## config.mk

```make
export PLATFORM = sky130hd
export DESIGN_NAME = booth_seq_mul
export DESIGN_NICKNAME = d
export VERILOG_FILES = /design/src/rtl/booth_seq_mul.sv
export SDC_FILE = /design/constraint.sdc
export NUM_CORES = 1
export LEC_CHECK = 0
export CORE_ASPECT_RATIO = 0.75
export CORE_MARGIN = 2
export CORE_UTILIZATION = 45
export CTS_CLUSTER_SIZE = 30
export DETAILED_ROUTE_END_ITERATION = 10
export GPL_ROUTABILITY_DRIVEN = 0
export PLACE_DENSITY_LB_ADDON = 0.15
export SLEW_MARGIN = 30
export SYNTH_ARGS = -nofsm -noshare
export SYNTH_HDL_FRONTEND = slang
export SYNTH_SLANG_ARGS = --single-unit
```

## constraint.sdc

```tcl
create_clock -name clk -period 3.44 [get_ports clk]
set_input_delay 0.86 -clock clk [delete_from_list [all_inputs] [get_ports clk]]
set_output_delay 0.86 -clock clk [all_outputs]
set_load 0.1 [all_outputs]
```

## src/rtl/booth_seq_mul.sv

```systemverilog
`default_nettype none
// ============================================================================
//  Module   : booth_seq_mul
//  Purpose  : Iterative radix-2 Booth signed multiplier. One Booth digit is
//             retired per clock over WIDTH cycles through a single
//             add/subtract datapath, accumulating a 2*WIDTH-bit product.
//             Operands arrive over a valid/ready handshake and the product
//             leaves over a second valid/ready handshake.
//  Revision : 1.0  initial release
// ============================================================================
module booth_seq_mul #(
    parameter int WIDTH = 8
) (
    input  logic                 clk,
    input  logic                 rst,
    input  logic                 in_valid,
    output logic                 in_ready,
    input  logic [WIDTH-1:0]     op_1,
    input  logic [WIDTH-1:0]     op_2,
    output logic                 out_valid,
    input  logic                 out_ready,
    output logic [2*WIDTH-1:0]   result,
    output logic                 busy
);

    // Product width and step counter width. The counter carries one extra
    // bit so it can reach WIDTH without wrapping.
    localparam int PW = 2 * WIDTH;
    localparam int SW = $clog2(WIDTH) + 1;
    localparam logic [SW-1:0] LAST_STEP = SW'(WIDTH - 1);

    typedef enum logic [1:0] {
        ST_IDLE = 2'd0,
        ST_RUN  = 2'd1,
        ST_DONE = 2'd2
    } state_t;

    state_t          state_q, state_d;
    logic [PW-1:0]   acc_q,    acc_d;
    logic [PW-1:0]   mcand_q,  mcand_d;
    logic [PW-1:0]   result_q, result_d;
    logic [WIDTH:0]  mplr_q,   mplr_d;
    logic [SW-1:0]   step_q,   step_d;

    logic            w_accept;
    logic [1:0]      w_pair;
    logic [PW-1:0]   w_acc_next;

    // The multiplicand register is shifted left and the recoded multiplier
    // shifted right once per step, so the current Booth pair always sits in
    // the two low bits of mplr_q and mcand_q already equals mcand << step.
    assign w_pair   = mplr_q[1:0];
    assign in_ready = (state_q == ST_IDLE) && !rst;
    assign w_accept = in_valid && in_ready;

    assign out_valid = (state_q == ST_DONE);
    assign busy      = (state_q == ST_RUN);
    assign result    = result_q;

    // Booth digit evaluation: +mcand for 01, -mcand for 10, hold otherwise.
    // Arithmetic wraps modulo 2^PW.
    always_comb begin
        w_acc_next = acc_q;
        case (w_pair)
            2'b01:   w_acc_next = acc_q + mcand_q;
            2'b10:   w_acc_next = acc_q - mcand_q;
            default: w_acc_next = acc_q;
        endcase
    end

    // Next-state and datapath update logic for the IDLE/RUN/DONE sequencer.
    always_comb begin
        state_d  = state_q;
        acc_d    = acc_q;
        mcand_d  = mcand_q;
        mplr_d   = mplr_q;
        step_d   = step_q;
        result_d = result_q;

        case (state_q)
            ST_IDLE: begin
                if (w_accept) begin
                    mcand_d = {{WIDTH{op_1[WIDTH-1]}}, op_1};
                    mplr_d  = {op_2, 1'b0};
                    acc_d   = '0;
                    step_d  = '0;
                    state_d = ST_RUN;
                end
            end

            ST_RUN: begin
                acc_d   = w_acc_next;
                mcand_d = mcand_q << 1;
                mplr_d  = mplr_q >> 1;
                step_d  = step_q + SW'(1);
                // The final digit is the sign digit; the product is complete
                // once it has been folded in, regardless of operand values.
                if (step_q == LAST_STEP) begin
                    result_d = w_acc_next;
                    state_d  = ST_DONE;
                end
            end

            ST_DONE: begin
                if (out_ready) begin
                    state_d = ST_IDLE;
                end
            end

            default: begin
                state_d = ST_IDLE;
            end
        endcase
    end

    // Sequencer state register; reset aborts any operation in flight.
    always_ff @(posedge clk or posedge rst) begin
        if (rst) begin
            state_q <= ST_IDLE;
        end else begin
            state_q <= state_d;
        end
    end

    // Datapath registers: accumulator, shifted operands, step count, result.
    always_ff @(posedge clk or posedge rst) begin
        if (rst) begin
            acc_q    <= '0;
            mcand_q  <= '0;
            mplr_q   <= '0;
            step_q   <= '0;
            result_q <= '0;
        end else begin
            acc_q    <= acc_d;
            mcand_q  <= mcand_d;
            mplr_q   <= mplr_d;
            step_q   <= step_d;
            result_q <= result_d;
        end
    end

endmodule
`default_nettype wire

```

-- Word-level counts from Yosys, hierarchy flattened
Index checks and enable logic that the tools add are counted.
- muxes and demuxes: 13
- add/subtract/negate cells: 3
- eq/ne operators: 8
- reductions and logical operators: 8
- operator list (cell ; count):
    16-bit one-hot mux with 2 select lines ; 3
    16-bit 2-to-1 mux ; 2
    9-bit one-hot mux with 2 select lines ; 1
    16-bit adder ; 1
    16-bit subtractor ; 1
    9-bit 2-to-1 mux ; 1
    4-bit one-hot mux with 2 select lines ; 1
    2-bit 2-to-1 mux ; 3
    2-bit one-hot mux with 3 select lines ; 1
    4-bit by 1-bit adder with 4-bit output (second input constant) ; 1
    2-bit by 1-bit == test with 1-bit output (second input constant) ; 2
    2-bit == test (second input constant) ; 2
    4-bit by 3-bit == test with 1-bit output (second input constant) ; 1
    4-bit 2-to-1 mux ; 1
    2-bit by 1-bit inequality test with 1-bit output (second input constant) ; 2
    2-bit AND reduction ; 2
    3-bit AND reduction ; 1
    1-bit logical AND ; 2
    2-bit logical NOT ; 1
    2-bit inequality test (second input constant) ; 1
    2-bit nonzero test ; 1
    1-bit logical NOT ; 1
- input port bits: 20
- word-level logic and storage cells: 38
- register bits: 63

-- Depth between registers and ports, before layout
Gate-level depths: netlist of run 1.
- depth in word-level cells: 5
- depth in mapped cells: 14
- depth with buffers taken out: 14

-- Least setup slack after synthesis of run 1
No wires, ideal clock.
- kind: input -> register
- from: input rst
- to: register mcand_q[10]
- slack: -0.738 ns
- path buffers: 2
- cell stages on the path: 6
- arrival: 4.052 ns
- required time: 3.314 ns
- path through: nor3_1 and2_1 clkbuf_1 nor2_1 clkbuf_1 a221o_1
- longest elaborated chain between the ends: 5
- ends and longest elaborated chain (item ; line ; text):
    from (decl) ; 15 ; input logic rst,
    1-bit logical NOT (no line) ; - ;
    1-bit logical AND ; 53 ; assign in_ready = (state_q == ST_IDLE) && !rst;
    1-bit logical AND ; 54 ; assign w_accept = in_valid && in_ready;
    2-bit inequality test (no line) ; - ;
    2-bit AND reduction (no line) ; - ;
    to (signal assigned) ; 135 ; mcand_q <= mcand_d;
    to (decl) ; 40 ; logic [PW-1:0] mcand_q, mcand_d;
No other way between the ends.
A chain may end at the register's enable or synchronous reset.

-- Worst setup path after layout of run 1
- from: register mcand_q[8]
- to: register result_q[15] (netlist: result[15])
- longest elaborated chain between the ends: 2
- elaborated cells on any way between the ends: 3
- those cells by class: add/sub (2); mux (1)
- ends and longest elaborated chain (item ; line ; text):
    16-bit subtractor / 16-bit adder (equally long branches) ; 66, 65 ;
    16-bit one-hot mux with 2 select lines (*) ; 64 ; case (w_pair)
    to (signal assigned) ; 138 ; result_q <= result_d;
    to (decl) ; 41 ; logic [PW-1:0] result_q, result_d;
Mark *: on every way between the ends. The rest lies on a longest branch, timed or not.

==> metrics list, run 1 <==
- The worst setup path is launched from a register.
* Total negative setup slack: 0 ns
- Actual slew at the worst max-slew pin: 0.753 ns
* Number of buffers created by CTS: 9
- Synthesized cell area: 3670 um2
* Final critical-path required period: 3.28 ns
- Router iterations before antenna repair: 5
- RSZ-0062 raised after global routing: false
* Count of antenna diodes in the layout: 0
- Vias in the first global route: 3078
- Largest net degree at the start of global routing: 34
- After the first detailed-routing iteration, the DRC count stood at 151.
* Adder and majority gate portion of the synthesized area: 6.68%
- Register cell area after layout: 1580 um2
* Clock transition at the register clock pins on the worst setup and hold paths after CTS: 0.07 ns
* Signed area change from the synthesized netlist to the final layout: 21.1%
- The final layout contains 493 nets.
* Post-synthesis register bit count: 63
- The critical path in this run is classified as reg -> reg.
- The number of hold-slack violations in the final timing report is 0.
* Synth top area share: 42.9%
- Worst setup path startpoint: mcand_q[8]
- STA classifies the critical path endpoint as a register.
- In this run the remaining antenna-violating nets after routing total 0.
- Timing would allow up to 305 MHz.
- DRC errors left: 0
- Combinational family with the most area after synthesis: compound AO/OA/AOI/OAI gates
* Final cycle utilization of the critical path: 95.3%
- Largest fanout on the critical path: 5
- Row cnt: 28
- Final Max Tran Viols: 0
* Number of levels the H-tree was split into: 3
* Post-synthesis net count: 450
* Clk_skew: 0.0112 ns
- Counting flops with a built-in enable in the synthesized netlist gives 0.
- Main synth FF type: dfrtp_1
* First-pass GRT wire length: 14.7 mm
- Max-slew headroom at the worst pin: 49.7%
- STA puts the critical path data arrival time at 3.57 ns.
- The largest total area in the synthesized netlist belongs to dfrtp_1.
- Clock latency on the worst-skew pair, taken at its later pin, is 0.35 ns.
- The tree is rooted in a clkbuf_8.
* Via count: 3149
- The run finished with clean final reports.
- Antenna violations before repair: 0
* Share of synthesized area spent on multiplexers: 1.40%
* Req. time, crit path: 3.73 ns
* Die area: 8900 um2
* Total Routing Usage GR: 21.5%
- For this configuration, the core starts out at a cell density of 46.4%.
- Synth Area in Compound Gates: 21.4%
- CTS tree: yes
- Across the run, the number of max-cap violations was 0.
- Multi-input combinational cell area: 1970 um2
- The die is 82.2 um tall.
* Buffers on Ports: 38
- Fraction of the mapped netlist area in simple logic gates: 17.1%
- The Yosys step of the flow raised 0 warnings.
* Hold path start: result[7]
* Clock Tree Buf Depth: 2
* Setup violations, final: 0
- Sink count of the clock tree: 63
* Routed Wire Length: 8.88 mm
* Beginning of the worst register-to-register path: mcand_q[8]
- The filler cells instantiated in the layout total 741.
- Leaving out fill and tap cells, the most frequent cell in the layout is dfrtp_1.
* Syn Inst Count: 411
- In this run the count of I/O pins placed on the die edge is 39.
- Proportion of layout cells with a drive suffix above 1: 14.8%
- Routed vias/inst: 5.58
- After detailed routing, the average wire length per cell comes to 15.7 um.
* Most used cells in the layout excluding fill and tap cells: dfrtp_1, nor2_1, nand2_1, o21ai_0, buf_4
- Synthesis instantiated 46 different standard cells from the library.
* Syn_area_per_cell: 8.93 um2
- Dpl hpwl: 6.19 mm
- The floorplan step set the die width to 108 um.
- Remaining Overflow, GRT: 0
- The core region is 7920 um2.
- Share of flip-flops with an asynchronous set or reset after synthesis: 100%
- Synth Area in XOR/XNOR: 5.96%
- Proportion of synthesized chip area in sequential cells: 42.9%
* Hold Path Class: reg -> reg
- After synthesis, the cell types taking the most area are dfrtp_1, ha_1, o21ai_0.
==> per-stage QoR <==
stage / instances / utilization, % / hold slack [ns] / area [um2] / worst slack, ns
floorplan: 411 / - / 0.467 / 3680 / 0.221
global placement: 546 / 52.8 / 0.455 / 4180 / 0.146
detailed placement: 546 / 52.8 / 0.458 / 4180 / 0.0691
CTS: 562 / 55.4 / 0.474 / 4390 / 0.0617
global route: 564 / 56.1 / 0.502 / 4450 / 0.00658
finish: 564 / 56.1 / 0.472 / 4450 / 0.161
==> flip-flops by register name (all words and copies together), names as in the netlist <==
signal   flops
acc_q       16
step_q       4
state_q      2
mcand_q     16
result      16
mplr_q       9
==> path summary, 6_finish.rpt <==
check / depth (start not counted) / to / slack [ns]
min in group asynchronous: 2 / step_q[3] / 0.99
setup reg to reg: 11 / result[15] / 0.16
hold reg to reg: 2 / result[7] / 0.47
max in group asynchronous: 3 / mcand_q[6] / 1.81
hold / removal: 2 / result[7] / 0.47
setup / recovery: 11 / result[15] / 0.16
==> Yosys cell counts, types with 2 or more instances <==
cell      count
buf_6         2
a21o_1        7
mux2i_1       4
or4_1         2
o21ai_0      38
xnor2_1      20
dfrtp_1      63
a21oi_1      31
o211ai_1      5
a221o_1       7
and3_1        6
nand3_1      21
inv_1        16
ha_1         18
o31ai_1       5
xor2_1        5
o31a_1        2
o22ai_1      13
a211oi_1      2
nand2_1      38
nor2b_1       5
o21a_1        6
a31oi_1       4
nor3_1        8
clkbuf_1     18
nand2b_1      3
nor2_1       43
==> layout make-up <==
cell class                      count  share of cell area, %
Multi-Input combinational cell    309                   44.4
Inverter                           17                   1.44
Clock inverter                      5                   1.27
Clock buffer                       11                   3.41
Tap cell                          105                   2.96
Sequential cell                    63                   35.5
Timing Repair Buffer               54                   11.0
==> cell families (layout without fill, tap and decap cells) <==
group           after synthesis  count (layout)
buf+inv                      39              87
flops                        63              63
simple gates                134             134
xor+xnor                     25              25
mux                           5               5
compound gates              126             126
fa+ha+maj                    19              19
==> per-layer routing <==
metal	up-vias	GRT usage [%]	routed length (um)
met1	1521	28.7	4230
met2	65	34.7	4210
met5	-	0	0
li1	1555	-	-
met4	0	7.56	76
met3	8	4.87	358
==> what timing repair did <==
item / CTS / global route
gates resized for setup: 0 / 10
buffers inserted: 0 / 2
hold buffers: 0 / 0
endpoints found under the setup margin: 0 / 6
==> critical path, cell delays in order (launching register included) <==
cell     delay [ns]
dfrtp_1        0.42
or4_4          0.60
nor3_4         0.16
a31oi_2        0.15
xnor2_2        0.23
ha_1           0.27
a21o_1         0.18
a21o_1         0.17
a21o_1         0.19
o211a_2        0.26
or4_1          0.47
nand3_1        0.10
Power of run 1 is left out: the tool's default activity adds up to more than one toggle a clock period on the data nets, which glitch-free logic cannot reach.
==> run 2: changes to the inputs <==
--- a/config.mk
+++ b/config.mk
@@ -12,7 +12,7 @@
 export DETAILED_ROUTE_END_ITERATION = 10
 export GPL_ROUTABILITY_DRIVEN = 0
 export PLACE_DENSITY_LB_ADDON = 0.15
-export SLEW_MARGIN = 30
+export SLEW_MARGIN = 0
 export SYNTH_ARGS = -nofsm -noshare
 export SYNTH_HDL_FRONTEND = slang
 export SYNTH_SLANG_ARGS = --single-unit
==> results of run 2 <==
No change in the layout: final DEF, timing and power equal those of run 1.
Power of run 2 is left out for the same reason.
==> run 3: changes to the inputs <==
--- a/config.mk
+++ b/config.mk
@@ -5,8 +5,9 @@
 export SDC_FILE = /design/constraint.sdc
 export NUM_CORES = 1
 export LEC_CHECK = 0
+export ABC_AREA = 1
 export CORE_ASPECT_RATIO = 0.75
-export CORE_MARGIN = 2
+export CORE_MARGIN = 8
 export CORE_UTILIZATION = 45
 export CTS_CLUSTER_SIZE = 30
 export DETAILED_ROUTE_END_ITERATION = 10
==> metrics list, run 3 <==
- CP max-delay cell: dfrtp_1 (was or4_4)
- The clock tree root driver cell is clkbuf_16 (was clkbuf_8).
* Post-synthesis net count: 540 (was 450)
- The longest individual stage delay on the worst path is 0.42 ns (was 0.60 ns).
- The post-synthesis to final-layout area growth came to 21.1% (about the same).
* Commonest non-fill, non-tap cell in the layout: nand2_1 (was dfrtp_1)
- The number of remaining DRC errors came to 0 (unchanged).
* Worst setup path category: reg -> reg (unchanged)
- The number of fillers in the final layout was 792 (was 741).
- The max-slew headroom at the worst pin is 63.5% (was 49.7%).
- Post-CTS Hold Fix Bufs: 0 (unchanged)
* Most frequent cell after synthesis: nand2_1 (was dfrtp_1)
- The final setup violation count came to 0 (unchanged).
* Final Max Tran Viols: 0 (unchanged)
- Data arrival at the endpoint of the critical path: 3.17 ns (was 3.57 ns)
* Cell type with the largest total area after synthesis: dfrtp_1 (unchanged)
- Final cycle utilization of the critical path: 85.6% (was 95.3%)
* Via count: 3423 (was 3149)
- The worst clock skew on the final layout was 0.00758 ns (was 0.0112 ns).
- The total number of nets in the final design is 581 (was 493).
- Number of different library cells in the post-synthesis netlist: 37 (was 46)
- The routed via count divided by cell count is 5.23 (was 5.58).
- The clock tree from TritonCTS was yes (unchanged).
- The clock-pin slew on the worst setup and hold paths is 0.06 ns (was 0.07 ns).
* Height of the die: 95.7 um (was 82.2 um)
- Most frequent CP cell: nand2_1 (was a21o_1)
* Main synth FF type: dfrtp_1 (unchanged)
* Total negative setup slack: 0 ns (unchanged)
- The largest fanout of any net on the critical path came to 4 (was 5).
- DRT iter0 DRCs: 267 (was 151)
- The clock net sink count came to 63 (unchanged).
- Die area: 11700 um2 (was 8900 um2)
* Total buffers and inverters traversed by the critical path: 4 (was 0)
* Number of enable flip-flop cells after synthesis: 0 (unchanged)
- The endpoint required time on the critical path came to 3.66 ns (was 3.73 ns).
- Number of buffers created by CTS: 9 (unchanged)
- Clock Tree Buf Depth: 2 (unchanged)
* Post-synthesis register bit count: 63 (unchanged)
* Proportion of synthesized chip area in sequential cells: 41.4% (was 42.9%)
* Initial Util: 45.6% (was 46.4%)
* Row cnt: 29 (was 28)
- Leading cell types by count after synthesis: nand2_1, dfrtp_1, inv_1 (was dfrtp_1, nor2_1, nand2_1, o21ai_0, a21oi_1).
- Kind of cell adding the most delay to the critical path: simple AND/OR/NAND/NOR gates (unchanged)
* Proportion of layout cells with a drive suffix above 1: 11.3% (was 14.8%)
* Actual slew at the worst max-slew pin: 0.547 ns (was 0.753 ns)
- Number of levels the H-tree was split into: 3 (unchanged)
- The clock insertion delay at the later pin of the skew report is 0.33 ns (was 0.35 ns).
- Post-CTS resize count: 0 (unchanged)
- Hold Slack: 0.478 ns (was 0.472 ns)
- Result of the run: complete, no violations (unchanged).
- Antenna violations before repair: 0 (unchanged)
* Routed Antenna Nets: 0 (unchanged)
- The via count of the first global-routing pass is 3269 (was 3078).
- Synth top area cells: dfrtp_1, nand2_1, inv_1 (was dfrtp_1, ha_1, o21ai_0)
- The maximum number of pins on one net before global-route repair came to 32 (was 34).
- The category of the worst setup path capture point is a register (unchanged).
- The multi-input logic area came to 1920 um2 (was 1970 um2).
* Hold Path Class: reg -> reg (unchanged)
* Routed Wire Length: 9.48 mm (was 8.88 mm)
- The remaining global-route overflow was 0 (unchanged).
* Count of antenna diodes in the layout: 0 (unchanged)
* First-pass GRT wire length: 15.8 mm (was 14.7 mm)
- Share of flip-flops with an asynchronous set or reset after synthesis: 100% (unchanged)
- The area taken by flip-flops and latches came to 1580 um2 (about the same).
* Most used cells in the layout excluding fill and tap cells: nand2_1, dfrtp_1, inv_1, nor2_1, o21ai_0 (was dfrtp_1, nor2_1, nand2_1, o21ai_0, buf_4)
- Synthesized cell area: 3810 um2 (was 3670 um2)
- The number of hold-slack violations in the final timing report is 0 (unchanged).
- The final critical path time including I/O delays and setup came to 2.95 ns (was 3.28 ns).
- Die Width: 122 um (was 108 um)
- Floorplan Core Area: 8350 um2 (was 7920 um2)
- The count of max-cap constraint violations is 0 (unchanged).
* Num ports: 39 (unchanged)
- Total Routing Usage GR: 17.2% (was 21.5%)
* Detail-routed net length per standard cell: 14.5 um (was 15.7 um)
- Count of warnings emitted by yosys: 0 (unchanged)
- The startpoint class of the critical path was a register (unchanged).
- The placed wire-length estimate came to 7.00 mm (was 6.19 mm).
* Syn_area_per_cell: 7.60 um2 (was 8.93 um2)
- Peak clock frequency supported by timing: 339 MHz (was 305 MHz)
- Number of buffers inserted to repair setup after CTS: 0 (unchanged)
* Synth top area share: 41.4% (was 42.9%)
- Worst path cell trace: inv_1 > ha_1 > inv_1 > nor2_1 > inv_1 > nor2_2 > nand3_1 > o31ai_1 > xor2_1 > ha_1 > nand2_1 > nor3_1 > nand2_1 > nand2_1 > inv_1 > nand2_1 > nand3_1 > nand2_1 > nand2_1 > nand2_1 > nand2_1 (was or4_4 > nor3_4 > a31oi_2 > xnor2_2 > ha_1 > a21o_1 > a21o_1 > a21o_1 > o211a_2 > or4_1 > nand3_1).
- Syn Inst Count: 501 (was 411)
- The detailed-router iteration count before antenna repair was 5 (unchanged).
* Buffers on Ports: 38 (unchanged)
* RSZ-0062 raised after global routing: false (unchanged)
==> run 3: changes by cell type after synthesis, sizes merged, moves of 6 or more <==
cell    change
nand3       +7
nand2     +102
a221o       -7
xor2       +10
inv        +48
a21o        -6
and3        -6
o21a        -6
xnor2      -20
a21oi       -6
clkbuf      -8
o221ai      +7
==> run 3: layout make-up <==
type / instances / share of cell area (%)
Inverter: 66 / 5.37
Timing Repair Buffer: 45 / 8.63
Clock buffer: 10 / 5.18
Multi-Input combinational cell: 357 / 41.7
Tap cell: 108 / 2.93
Sequential cell: 63 / 34.2
Clock inverter: 6 / 2.01
==> run 3: worst paths after layout <==
kind | start | endpoint | slack, ns | depth (start not counted)
worst min-delay path | result[9] | result[9] | 0.48 | 2
max in group asynchronous | rst | acc_q[3] | 1.87 | 3
min in group asynchronous | rst | state_q[0] | 0.89 | 2
worst max register to register | mcand_q[0] | result[15] | 0.49 | 21
worst min register to register | result[9] | result[9] | 0.48 | 2
worst max-delay path | mcand_q[0] | result[15] | 0.49 | 21
==> run 3: metal layers <==
layer / GRT usage [%] / share of wire (%) / routed length [um]
met1: 23.5 / 50 / 4780
met2: 26.6 / 43 / 4040
met3: 4.08 / 5.6 / 533
met4: 5.46 / 1.3 / 121
met5: 0 / 0 / 0
==> run 3: per-stage QoR <==
stage | instances | util (%) | worst slack [ns] | instance area, um2
detailed placement | 639 | 51.3 | 0.573 | 4280
global route | 655 | 55.2 | 0.0702 | 4610
CTS | 655 | 55.2 | 0.555 | 4610
global placement | 639 | 51.3 | 0.669 | 4280
finish | 655 | 55.2 | 0.494 | 4610
floorplan | 501 | - | 0.389 | 3810
==> run 3: tightest hold or removal path, stage by stage (launching register included) <==
cell	delay [ns]
dfrtp_1	0.34
nand2_1	0.05
nand2_1	0.05
==> run 3: cell families (layout without fill, tap and decap cells) <==
family,after synthesis,in the layout,synth area share [%]
DFF,63,63,41.4
xor gates and xnor gates,15,15,3.45
buffers and inverters,81,127,8.15
AOI/OAI and AO/OA,97,97,15.2
and+or+nand+nor,224,224,24.8
muxes,2,2,0.526
adders and majority gates,19,19,6.44
Power of run 3 is left out for the same reason.
